--- src/rtl/dff_arb_pkg.sv ---
`default_nettype none
// ============================================================================
// Module   : dff_arb_pkg
// Brief    : Shared types and sizing helpers for the dff_write_arbiter slice.
// Revision : 1.0 - initial release
// ============================================================================
package dff_arb_pkg;

    typedef enum logic [1:0] {
        ST_IDLE  = 2'd0,
        ST_LOCK0 = 2'd1,
        ST_LOCK1 = 2'd2
    } arb_state_t;

    typedef logic req_id_t;

    // Burst counter must be able to hold BURST_MAX itself.
    function automatic int cnt_width(input int burst_max);
        return (burst_max < 1) ? 1 : $clog2(burst_max + 1);
    endfunction

endpackage
`default_nettype wire

--- src/rtl/dff_reg_bank.sv ---
`default_nettype none
// ============================================================================
// Module   : dff_reg_bank
// Brief    : WIDTH-bit D register with write enable and complementary outputs.
// Revision : 1.0 - initial release
// ============================================================================
module dff_reg_bank #(
    parameter int               WIDTH       = 8,
    parameter logic [WIDTH-1:0] RESET_VALUE = '0
) (
    input  logic             clk,
    input  logic             rst,
    input  logic             i_we,
    input  logic [WIDTH-1:0] i_d,
    output logic [WIDTH-1:0] o_q,
    output logic [WIDTH-1:0] o_q_n
);

    logic [WIDTH-1:0] r_q;

    always_ff @(posedge clk) begin
        if (rst) begin
            r_q <= RESET_VALUE;
        end else if (i_we) begin
            r_q <= i_d;
        end
    end

    assign o_q   = r_q;
    assign o_q_n = ~r_q;

endmodule
`default_nettype wire

--- src/rtl/dff_write_arbiter.sv ---
`default_nettype none
// ============================================================================
// Module   : dff_write_arbiter
// Brief    : Round-robin / burst-lock arbiter feeding a shared D register.
// Revision : 1.0 - initial release
// ============================================================================
module dff_write_arbiter
    import dff_arb_pkg::*;
#(
    parameter int               WIDTH       = 8,
    parameter int               BURST_MAX   = 4,
    parameter logic [WIDTH-1:0] RESET_VALUE = '0
) (
    input  logic             input_clock1_1,
    input  logic             input_reset1_2,
    input  logic             input_req0,
    input  logic             input_lock0,
    input  logic [WIDTH-1:0] input_data0,
    input  logic             input_req1,
    input  logic             input_lock1,
    input  logic [WIDTH-1:0] input_data1,
    output logic             output_ack0,
    output logic             output_ack1,
    output logic [WIDTH-1:0] output_q,
    output logic [WIDTH-1:0] output_q_n,
    output logic             output_owner,
    output logic             output_locked
);

    localparam int                c_cnt_w     = cnt_width(BURST_MAX);
    localparam logic [c_cnt_w-1:0] c_burst_max = c_cnt_w'(BURST_MAX);
    localparam bit                c_lock_en   = (BURST_MAX > 1);

    arb_state_t         r_state;
    req_id_t            r_rr;
    req_id_t            r_owner;
    logic [c_cnt_w-1:0] r_cnt;

    logic               w_ack0;
    logic               w_ack1;
    logic               w_we;
    req_id_t            w_wid;
    logic               w_wlock;
    logic [WIDTH-1:0]   w_wdata;
    logic [c_cnt_w-1:0] w_cnt_nxt;

    // Acks depend only on registered state and current req/lock.
    always_comb begin
        w_ack0 = 1'b0;
        w_ack1 = 1'b0;
        case (r_state)
            ST_LOCK0: w_ack0 = input_req0;
            ST_LOCK1: w_ack1 = input_req1;
            default: begin
                w_ack0 = input_req0 && (!input_req1 || (r_rr == 1'b0));
                w_ack1 = input_req1 && (!input_req0 || (r_rr == 1'b1));
            end
        endcase
    end

    assign w_we      = w_ack0 | w_ack1;
    assign w_wid     = w_ack1;
    assign w_wlock   = w_ack1 ? input_lock1 : input_lock0;
    assign w_wdata   = w_ack1 ? input_data1 : input_data0;
    assign w_cnt_nxt = r_cnt + c_cnt_w'(1);

    always_ff @(posedge input_clock1_1) begin
        if (input_reset1_2) begin
            r_state <= ST_IDLE;
            r_rr    <= 1'b0;
            r_cnt   <= '0;
            r_owner <= 1'b0;
        end else begin
            if (w_we) begin
                r_owner <= w_wid;
            end
            case (r_state)
                ST_IDLE: begin
                    if (w_we) begin
                        r_rr <= ~w_wid;
                        if (w_wlock && c_lock_en) begin
                            r_state <= w_wid ? ST_LOCK1 : ST_LOCK0;
                            r_cnt   <= c_cnt_w'(1);
                        end
                    end
                end
                ST_LOCK0: begin
                    // Burst cycles count even when the owner is not requesting.
                    r_cnt <= w_cnt_nxt;
                    if (!input_lock0 || (w_cnt_nxt == c_burst_max)) begin
                        r_state <= ST_IDLE;
                        r_rr    <= 1'b1;
                    end
                end
                ST_LOCK1: begin
                    r_cnt <= w_cnt_nxt;
                    if (!input_lock1 || (w_cnt_nxt == c_burst_max)) begin
                        r_state <= ST_IDLE;
                        r_rr    <= 1'b0;
                    end
                end
                default: begin
                    r_state <= ST_IDLE;
                end
            endcase
        end
    end

    dff_reg_bank #(
        .WIDTH       (WIDTH),
        .RESET_VALUE (RESET_VALUE)
    ) u_reg_bank (
        .clk   (input_clock1_1),
        .rst   (input_reset1_2),
        .i_we  (w_we),
        .i_d   (w_wdata),
        .o_q   (output_q),
        .o_q_n (output_q_n)
    );

    assign output_ack0   = w_ack0;
    assign output_ack1   = w_ack1;
    assign output_owner  = r_owner;
    assign output_locked = (r_state != ST_IDLE);

endmodule
`default_nettype wire

--- config.mk ---
export PLATFORM = sky130hd
export DESIGN_NAME = dff_write_arbiter
export DESIGN_NICKNAME = d
export VERILOG_FILES = /design/src/rtl/dff_arb_pkg.sv /design/src/rtl/dff_reg_bank.sv /design/src/rtl/dff_write_arbiter.sv
export SDC_FILE = /design/constraint.sdc
export NUM_CORES = 1
export LEC_CHECK = 0
export BUFFER_PORTS_ARGS = -buffer_cell sky130_fd_sc_hd__clkbuf_2
export CORE_ASPECT_RATIO = 0.6
export CORE_MARGIN = 2
export CORE_UTILIZATION = 30
export CTS_BUF_LIST = sky130_fd_sc_hd__clkbuf_4 sky130_fd_sc_hd__clkbuf_8
export CTS_CLUSTER_SIZE = 40
export DETAILED_ROUTE_END_ITERATION = 10
export PLACE_DENSITY = 0.57
export SLEW_MARGIN = 20
export SYNTH_ARGS = -nofsm -noshare
export SYNTH_HDL_FRONTEND = slang
export SYNTH_SLANG_ARGS = --single-unit
--- constraint.sdc ---
create_clock -name input_clock1_1 -period 2.91 [get_ports input_clock1_1]
set_input_delay 0.4365 -clock input_clock1_1 [delete_from_list [all_inputs] [get_ports input_clock1_1]]
set_output_delay 0.4365 -clock input_clock1_1 [all_outputs]
set_load 0.005 [all_outputs]
==> results.json, run 1 <==
{
  "drive_gt1_frac": 0.320,
  "antenna_found_initial": 0,
  "timing.critical_path.buf_inv": 3,
  "rsz0062_at_grt": "no",
  "seqCellArea_um2": 300,
  "area_growth_pct": 33.0,
  "async_flop_share": 0,
  "synth_ff_type": "dfxtp_1",
  "place.gp.congestion": 0.852,
  "grt_first_pass_wirelength_mm": 3.47,
  "synth_area_um2": 868,
  "clock_skew_ps": 7.66,
  "p_leak_nw": 0.560,
  "drt_iter0_markers": 29,
  "io_buffers": 41,
  "min_period_over_period": 0.890,
  "post_cts_buffers": 0,
  "drv_slew": 0,
  "overflow": 0,
  "hold_buffers": 0,
  "routed_wl_mm": 2.36,
  "hold_path_class": "in2reg",
  "initial_utilization": 0.308,
  "startpoint_type": "flip-flop",
  "endpoint_kind": "output pin",
  "num-fill-cells": 309,
  "slowest_delay_ps": 460,
  "track_usage": 0.140,
  "netlist_instances": 110,
  "cts_buffer_depth": 2,
  "status": "complete, no violations",
  "cts_tree": "done",
  "antenna_cells": 0,
  "place_hpwl_mm": 1.84,
  "arrival_ps": 2150,
  "preCtsSetupSlack_ps": 496,
  "cp_max_fo": 14,
  "cts_max_level": 1,
  "synth_warnings": 0,
  "grt_max_degree": 16,
  "critPathTopFamily": "simple AND/OR/NAND/NOR gates",
  "ys_seq_area_frac": 0.346,
  "die_w_um": 73.5,
  "p_per_area_nw_per_um2": 978,
  "clk_latency_ps": 250,
  "tightest_slew_ps": 587,
  "synth_edf_count": 0,
  "ir_drop_mv": 0.306,
  "fin_util": 0.410,
  "min_period_ps": 2590,
  "core_area_um2": 2820,
  "grt_pass1_vias": 790,
  "drt_pass1_iterations": 4,
  "stdcell_count": 187,
  "drc": 0,
  "final_nets": 182,
  "critPathKind": "reg2out",
  "fin_setup_tns_ps": 0,
  "max_slew_margin": 0.608,
  "finalHoldViolCount": 0,
  "routedWlPerCell_um": 12.6,
  "clk_pin_slew_ps": 70,
  "postRouteAntennaNets": 0,
  "numPlacedInstances": 183,
  "ios": 42,
  "finalSetupViolCount": 0,
  "crit_chain": "inv_1 > ha_1 > nand3b_1 > nand3_1 > clkinv_1 > clkbuf_2",
  "cts.sinks": 15,
  "crit_required_ps": 2470,
  "cts_repair_resize_count": 0,
  "synth_cell_types": 28,
  "die_area_um2": 3360,
  "viasPerCell": 5.06,
  "synth_area_per_cell_um2": 7.89,
  "vias": 947,
  "rows": 15,
  "slowest_stage": "nand3_1",
  "max_freq_mhz": 386,
  "synth-seq-cells": 15,
  "max_cap_violations": 0,
  "multi_input_area_um2": 485,
  "setup_ws_ps": 321,
  "syn-num-nets": 138,
  "die_h_um": 45.7,
  "cts_buffers": 3,
  "cts_root_buffer": "clkbuf_8"
}
## where the power goes
group	total [mW]	internal (mW)	switching, mW
clock	0.171	0.0948	0.0760
combinational	0.633	0.268	0.365
sequential	0.326	0.272	0.0539
total	1.13	0.635	0.495
## kinds of logic (layout without fill, tap and decap cells)
group | Yosys count | in the layout | share of synthesized area
simple gates | 40 | 40 | 0.209
compound gates | 25 | 25 | 0.219
buf+inv | 20 | 63 | 0.0951
flops | 15 | 15 | 0.346
fa+ha+maj | 6 | 6 | 0.0865
mux | 3 | 3 | 0.0346
xor+xnor | 1 | 1 | 0.0101
## synthesized netlist by cell type (3+ instances only)
library cell | count | area share
clkbuf_1 | 3 | 0.013
nor2_1 | 13 | 0.056
nand3_1 | 3 | 0.017
dfxtp_1 | 15 | 0.35
a21oi_1 | 4 | 0.023
nand2_1 | 17 | 0.073
ha_1 | 6 | 0.086
a311oi_1 | 9 | 0.091
mux2i_1 | 3 | 0.035
inv_1 | 15 | 0.065
## area by class of cell
class                           count  area share
Clock buffer                        3      0.0358
Clock inverter                      1     0.00433
Inverter                           16      0.0520
Multi-Input combinational cell     75       0.420
Sequential cell                    15       0.260
Tap cell                           34      0.0368
Timing Repair Buffer               43       0.191
## worst reg2reg max path, delay by kind of cell (launching register included)
| family | cells | cell delay, ps |
|---|---|---|
| adder cells (fa/ha/maj) | 1 | 470 |
| flip-flops | 1 | 380 |
| multiplexers | 1 | 240 |
| AND/OR/NAND/NOR | 3 | 650 |
| buffers and inverters | 1 | 80 |
| AO/OA/AOI/OAI | 1 | 500 |
## per-layer routing
layer | routed length, um | up-vias | GRT usage | share of wire
met5 | 0 | - | 0 | 0
met4 | 8 | 0 | 0.0473 | 0.0034
met3 | 154 | 2 | 0.0487 | 0.065
met2 | 1120 | 37 | 0.213 | 0.47
met1 | 1080 | 443 | 0.186 | 0.46
li1 | - | 465 | - | -
## placed cells by master (no fill, tap or decap), types with 2 or more instances in the layout
| master | Yosys | layout |
|---|---|---|
| clkbuf_8 | 0 | 3 |
| a21oi_1 | 4 | 4 |
| buf_4 | 0 | 2 |
| a311oi_1 | 9 | 9 |
| a31oi_1 | 2 | 2 |
| mux2i_1 | 3 | 3 |
| clkbuf_2 | 0 | 41 |
| nor2_1 | 13 | 13 |
| o21ai_0 | 2 | 2 |
| inv_1 | 15 | 15 |
| nand3b_1 | 2 | 2 |
| nand2_1 | 17 | 17 |
| nand2b_1 | 2 | 2 |
| ha_1 | 6 | 6 |
| dfxtp_1 | 15 | 15 |
| nand3_1 | 3 | 3 |
## worst paths after layout
path | start | end | slack (ps) | cells after the start
setup / recovery | r_state[0] | output_ack0 | 320 | 6
hold / removal | input_data0[7] | u_reg_bank.o_q[7] | 430 | 3
setup reg to reg | r_state[1] | r_state[0] | 480 | 7
hold reg to reg | output_owner | output_owner | 470 | 2
## through the flow
step                      power [mW]  hold slack (ps)  area [um^2]
after global placement         0.935              453         1110
final                           1.13              430         1150
after floorplan                0.749              453          868
after detailed placement       0.963              463         1110
after CTS                       1.14              427         1150
after global routing            1.23              420         1150
## flip-flops by register name, summed over array words and instances, names as in the netlist
register and cells:
r_rr 1, u_reg_bank.o_q 8, output_owner 1, r_state 2, r_cnt 3
Note: power is estimated with default switching activity, not from simulation.
==> inputs of run 2 (changes only) <==
--- a/config.mk
+++ b/config.mk
@@ -9,7 +9,7 @@
 export CORE_ASPECT_RATIO = 0.6
 export CORE_MARGIN = 2
 export CORE_UTILIZATION = 30
-export CTS_BUF_LIST = sky130_fd_sc_hd__clkbuf_4 sky130_fd_sc_hd__clkbuf_8
+export CTS_BUF_LIST = sky130_fd_sc_hd__clkbuf_4
 export CTS_CLUSTER_SIZE = 40
 export DETAILED_ROUTE_END_ITERATION = 10
 export PLACE_DENSITY = 0.57
==> run 2 against run 1 <==
Critical path depth is the same. Die area is the same. Non-clock buffer count is the same. Critical endpoint unchanged. First-iteration DRC count shrank 10%.
==> results.json, run 2 (synthesized netlist as in run 1, its figures left out) <==
{
  "p_leak_nw": 0.552,
  "multi_input_area_um2": 485,
  "drt_pass1_iterations": 4,
  "initial_utilization": 0.308,
  "cp_max_fo": 14,
  "drv_slew": 0,
  "rsz0062_at_grt": "no",
  "num-fill-cells": 310,
  "die_w_um": 73.5,
  "cts_repair_resize_count": 0,
  "cts_buffer_depth": 2,
  "status": "complete, no violations",
  "min_period_over_period": 0.902,
  "clock_skew_ps": 10.1,
  "critPathKind": "reg2out",
  "track_usage": 0.139,
  "core_area_um2": 2820,
  "stdcell_count": 187,
  "power_switching_mw": 0.488,
  "area_growth_pct": 30.8,
  "endpoint_kind": "output pin",
  "io_buffers": 41,
  "overflow": 0,
  "max_freq_mhz": 381,
  "p_per_area_nw_per_um2": 949,
  "place.gp.congestion": 0.852,
  "cts_max_level": 1,
  "finalSetupViolCount": 0,
  "hold_buffers": 0,
  "combPwrFrac": 0.587,
  "place_hpwl_mm": 1.84,
  "timing.rr.start": "r_state[1]",
  "holdWs_ps": 385,
  "p_int_mw": 0.590,
  "clk_latency_ps": 290,
  "final_common_cell": "clkbuf_2",
  "clk_pin_slew_ps": 100,
  "startpoint_type": "flip-flop",
  "fin_setup_tns_ps": 0,
  "slowest_delay_ps": 460,
  "p_seq_frac": 0.301,
  "slowest_stage": "nand3_1",
  "arrival_ps": 2190,
  "min_from": "input_data0[7]",
  "ios": 42,
  "post_cts_buffers": 0,
  "cts_buffers": 3,
  "rows": 15,
  "final_nets": 182,
  "cts.sinks": 15,
  "viasPerCell": 5.04,
  "crit_required_ps": 2470,
  "grt_max_degree": 16,
  "routed_wl_mm": 2.35,
  "ir_drop_mv": 0.297,
  "cts_root_buffer": "clkbuf_4",
  "cts_tree": "done",
  "min_period_ps": 2630,
  "die_h_um": 45.7,
  "grt_first_pass_wirelength_mm": 3.46,
  "max_cap_violations": 0,
  "drc": 0,
  "grt_pass1_vias": 788,
  "drive_gt1_frac": 0.320,
  "swShare": 0.452,
  "final_cell_mix": "41 x clkbuf_2, 17 x nand2_1, 15 x inv_1, 15 x dfxtp_1, 13 x nor2_1",
  "vias": 943,
  "hold_path_class": "in2reg",
  "finalHoldViolCount": 0,
  "numPlacedInstances": 183,
  "drt_iter0_markers": 26,
  "crit_chain": "inv_1 > ha_1 > nand3b_1 > nand3_1 > clkinv_1 > clkbuf_2",
  "largest_register_ffs": 8,
  "startpoint": "r_state[0]",
  "routedWlPerCell_um": 12.5,
  "antenna_found_initial": 0,
  "p_clk_frac": 0.112,
  "die_area_um2": 3360,
  "postRouteAntennaNets": 0,
  "max_slew_margin": 0.612,
  "antenna_cells": 0,
  "tightest_slew_ps": 580,
  "seqCellArea_um2": 300
}
==> run 2: final cells by class <==
cell class / count / area share
Multi-Input combinational cell: 75 / 0.427
Sequential cell: 15 / 0.264
Timing Repair Buffer: 43 / 0.194
Inverter: 16 / 0.0529
Tap cell: 34 / 0.0374
Clock buffer: 3 / 0.0198
Clock inverter: 1 / 0.00441
==> run 2: through the flow <==
stage | utilization | setup WS [ps] | area, um^2 | total power [mW]
floorplan | - | 647 | 868 | 0.749
CTS | 0.404 | 280 | 1140 | 1.09
global placement | 0.394 | 643 | 1110 | 0.935
detailed placement | 0.394 | 496 | 1110 | 0.963
finish | 0.404 | 285 | 1140 | 1.08
global route | 0.404 | 97.5 | 1140 | 1.18
==> run 2: power groups by stage <==
stage               combinational (mW)  clock [mW]  sequential, mW
floorplan                        0.427           0           0.322
global placement                 0.611           0           0.324
detailed placement               0.633           0           0.330
CTS                              0.634       0.128           0.326
global route                     0.702       0.140           0.334
finish                           0.633       0.120           0.325
==> run 2: routing by layer <==
| metal | vias up | global-route usage | wire length (um) |
|---|---|---|---|
| met5 | - | 0 | 0 |
| met4 | 0 | 0.0473 | 26 |
| met3 | 4 | 0.0487 | 145 |
| met2 | 35 | 0.213 | 1100 |
| met1 | 438 | 0.185 | 1070 |
| li1 | 466 | - | - |
==> run 2: final timing paths <==
check / to / slack (ps) / cells past startpoint
worst max-delay path: output_ack0 / 280 / 6
worst max register to register: r_cnt[0] / 480 / 7
worst min register to register: output_owner / 480 / 2
worst min-delay path: u_reg_bank.o_q[7] / 390 / 3
==> run 2: worst max-delay path: cells and delay by family (launching register included) <==
kind,cells,cell delay [ps]
adders and majority gates,1,440
buffers and inverters,3,420
DFF,1,370
and+or+nand+nor,2,680
==> inputs of run 3 (changes only) <==
--- a/config.mk
+++ b/config.mk
@@ -6,7 +6,7 @@
 export NUM_CORES = 1
 export LEC_CHECK = 0
 export BUFFER_PORTS_ARGS = -buffer_cell sky130_fd_sc_hd__clkbuf_2
-export CORE_ASPECT_RATIO = 0.6
+export CORE_ASPECT_RATIO = 0.75
 export CORE_MARGIN = 2
 export CORE_UTILIZATION = 30
 export CTS_BUF_LIST = sky130_fd_sc_hd__clkbuf_4
==> run 3 against run 2 <==
Combinational power decreased by 2%. Routed wire length decreased by 5.5%. Count of clock-buffer cells in the layout is the same. Non-clock buffer count unchanged. Highest routed layer unchanged. Sequential power about the same. Die area down 0.30%. Via count is 4.3% lower. Core utilization up 2.2 points.
==> results.json, run 3 (synthesized netlist as in run 1, its figures left out) <==
{
  "critPathKind": "reg2out",
  "regToRegSetupSlack_ps": 550,
  "postRouteAntennaNets": 0,
  "final_nets": 182,
  "overflow": 0,
  "holdWs_ps": 376,
  "tightest_slew_ps": 365,
  "p_int_mw": 0.591,
  "timing.critical_path.buf_inv": 3,
  "finalHoldViolCount": 0,
  "p_seq_frac": 0.302,
  "worstHoldEndpoint": "u_reg_bank.o_q[2]",
  "status": "complete, no violations",
  "stdcell_count": 189,
  "cts_max_level": 1,
  "finalPower_mw": 1.07,
  "fin_setup_tns_ps": 0,
  "final_common_cell": "clkbuf_2",
  "cts_buffer_depth": 2,
  "clk_latency_ps": 290,
  "drt_pass1_iterations": 4,
  "clk_pin_slew_ps": 100,
  "hold_path_class": "in2reg",
  "drt_iter0_markers": 32,
  "cts.sinks": 15,
  "place.gp.congestion": 0.757,
  "cts_root_buffer": "clkbuf_4",
  "critPathTopFamily": "simple AND/OR/NAND/NOR gates",
  "vias": 902,
  "combPwrFrac": 0.581,
  "endpoint_kind": "output pin",
  "min_period_ps": 2560,
  "core_area_um2": 2680,
  "swShare": 0.448,
  "clock_skew_ps": 9.98,
  "arrival_ps": 2120,
  "grt_max_degree": 16,
  "max_freq_mhz": 391,
  "cp_max_fo": 10,
  "hold_buffers": 0,
  "min_period_over_period": 0.879,
  "crit_chain": "inv_1 > ha_1 > or3b_4 > nand3_1 > inv_1 > clkbuf_2",
  "drive_gt1_frac": 0.320,
  "p_leak_nw": 0.548,
  "cts_repair_resize_count": 0,
  "power_switching_mw": 0.480,
  "p_per_area_nw_per_um2": 939,
  "hold_depth": 3,
  "rsz0062_at_grt": "no",
  "die_h_um": 50.6,
  "cts_tree": "done",
  "routed_wl_mm": 2.22,
  "reg2reg_to": "r_state[0]",
  "die_w_um": 66.1,
  "finalInstanceArea_um2": 1140,
  "max_slew_margin": 0.755,
  "cts_buffers": 3,
  "slowest_stage": "or3b_4",
  "crit_required_ps": 2470,
  "grt_first_pass_wirelength_mm": 3.72,
  "place_hpwl_mm": 1.72,
  "post_cts_buffers": 0,
  "max_cap_violations": 0,
  "routedWlPerCell_um": 11.7,
  "final_cell_mix": "41 x clkbuf_2, 17 x nand2_1, 15 x inv_1, 15 x dfxtp_1, 13 x nor2_1",
  "timing.rr.start": "r_state[0]",
  "track_usage": 0.144,
  "grt_pass1_vias": 847,
  "rows": 16,
  "largest_register_ffs": 8,
  "antenna_cells": 0,
  "startpoint_type": "flip-flop",
  "ios": 42,
  "ir_drop_mv": 0.292,
  "slowest_delay_ps": 440,
  "postPlaceCellArea_um2": 1110,
  "viasPerCell": 4.77,
  "drc": 0,
  "die_area_um2": 3350,
  "crit_top_cell": "inv_1",
  "area_growth_pct": 31.4,
  "reg2reg_depth": 7,
  "finalSetupViolCount": 0,
  "antenna_found_initial": 0,
  "initial_utilization": 0.324,
  "min_from": "input_data0[2]",
  "p_clk_frac": 0.117,
  "io_buffers": 41,
  "drv_slew": 0,
  "numPlacedInstances": 185
}
## run 3: changes by cell type in the layout (fill, tap and decap cells not counted)
cell	delta
clkinvlp_4	+1
clkinv_2	-1
## run 3: tightest hold or removal path: stages
cell and delay, ps:
clkbuf_2 80, nand2_1 40, a311oi_1 70
## run 3: routing by layer
metal | global-route usage | wire, um
met1 | 0.175 | 1040
met2 | 0.233 | 996
met3 | 0.0628 | 164
met4 | 0.0374 | 12
met5 | 0 | 0
## run 3: area by class of cell
type	count	area, um^2
Clock buffer	3	22.5
Clock inverter	1	7.51
Fill cell	299	1540
Inverter	16	60.1
Multi-Input combinational cell	75	485
Sequential cell	15	300
Tap cell	36	45.0
Timing Repair Buffer	43	220
## run 3: per-stage QoR
stage	setup slack, ps	util
final	352	0.425
after global routing	204	0.425
after global placement	663	0.414
after CTS	350	0.425
after floorplan	647	-
after detailed placement	565	0.414
## run 3: power groups by stage
stage	combinational, mW	clock, mW	sequential [mW]
2_1_floorplan	0.427	0	0.322
3_3_place_gp	0.610	0	0.324
3_5_place_dp	0.626	0	0.326
4_1_cts	0.628	0.132	0.323
5_1_grt	0.697	0.140	0.334
6_report	0.623	0.125	0.323
## run 3: worst max-delay path by stage
stage | to | start | cells after the start | slack [ps]
2_1_floorplan | output_ack1 | r_state[0] | 7 | 650
3_3_place_gp | r_state[0] | r_state[0] | 7 | 660
3_5_place_dp | r_state[0] | r_state[0] | 7 | 570
4_1_cts | output_ack1 | r_state[0] | 6 | 350
5_1_grt | output_ack1 | r_state[0] | 6 | 200
6_report | output_ack1 | r_state[0] | 6 | 350
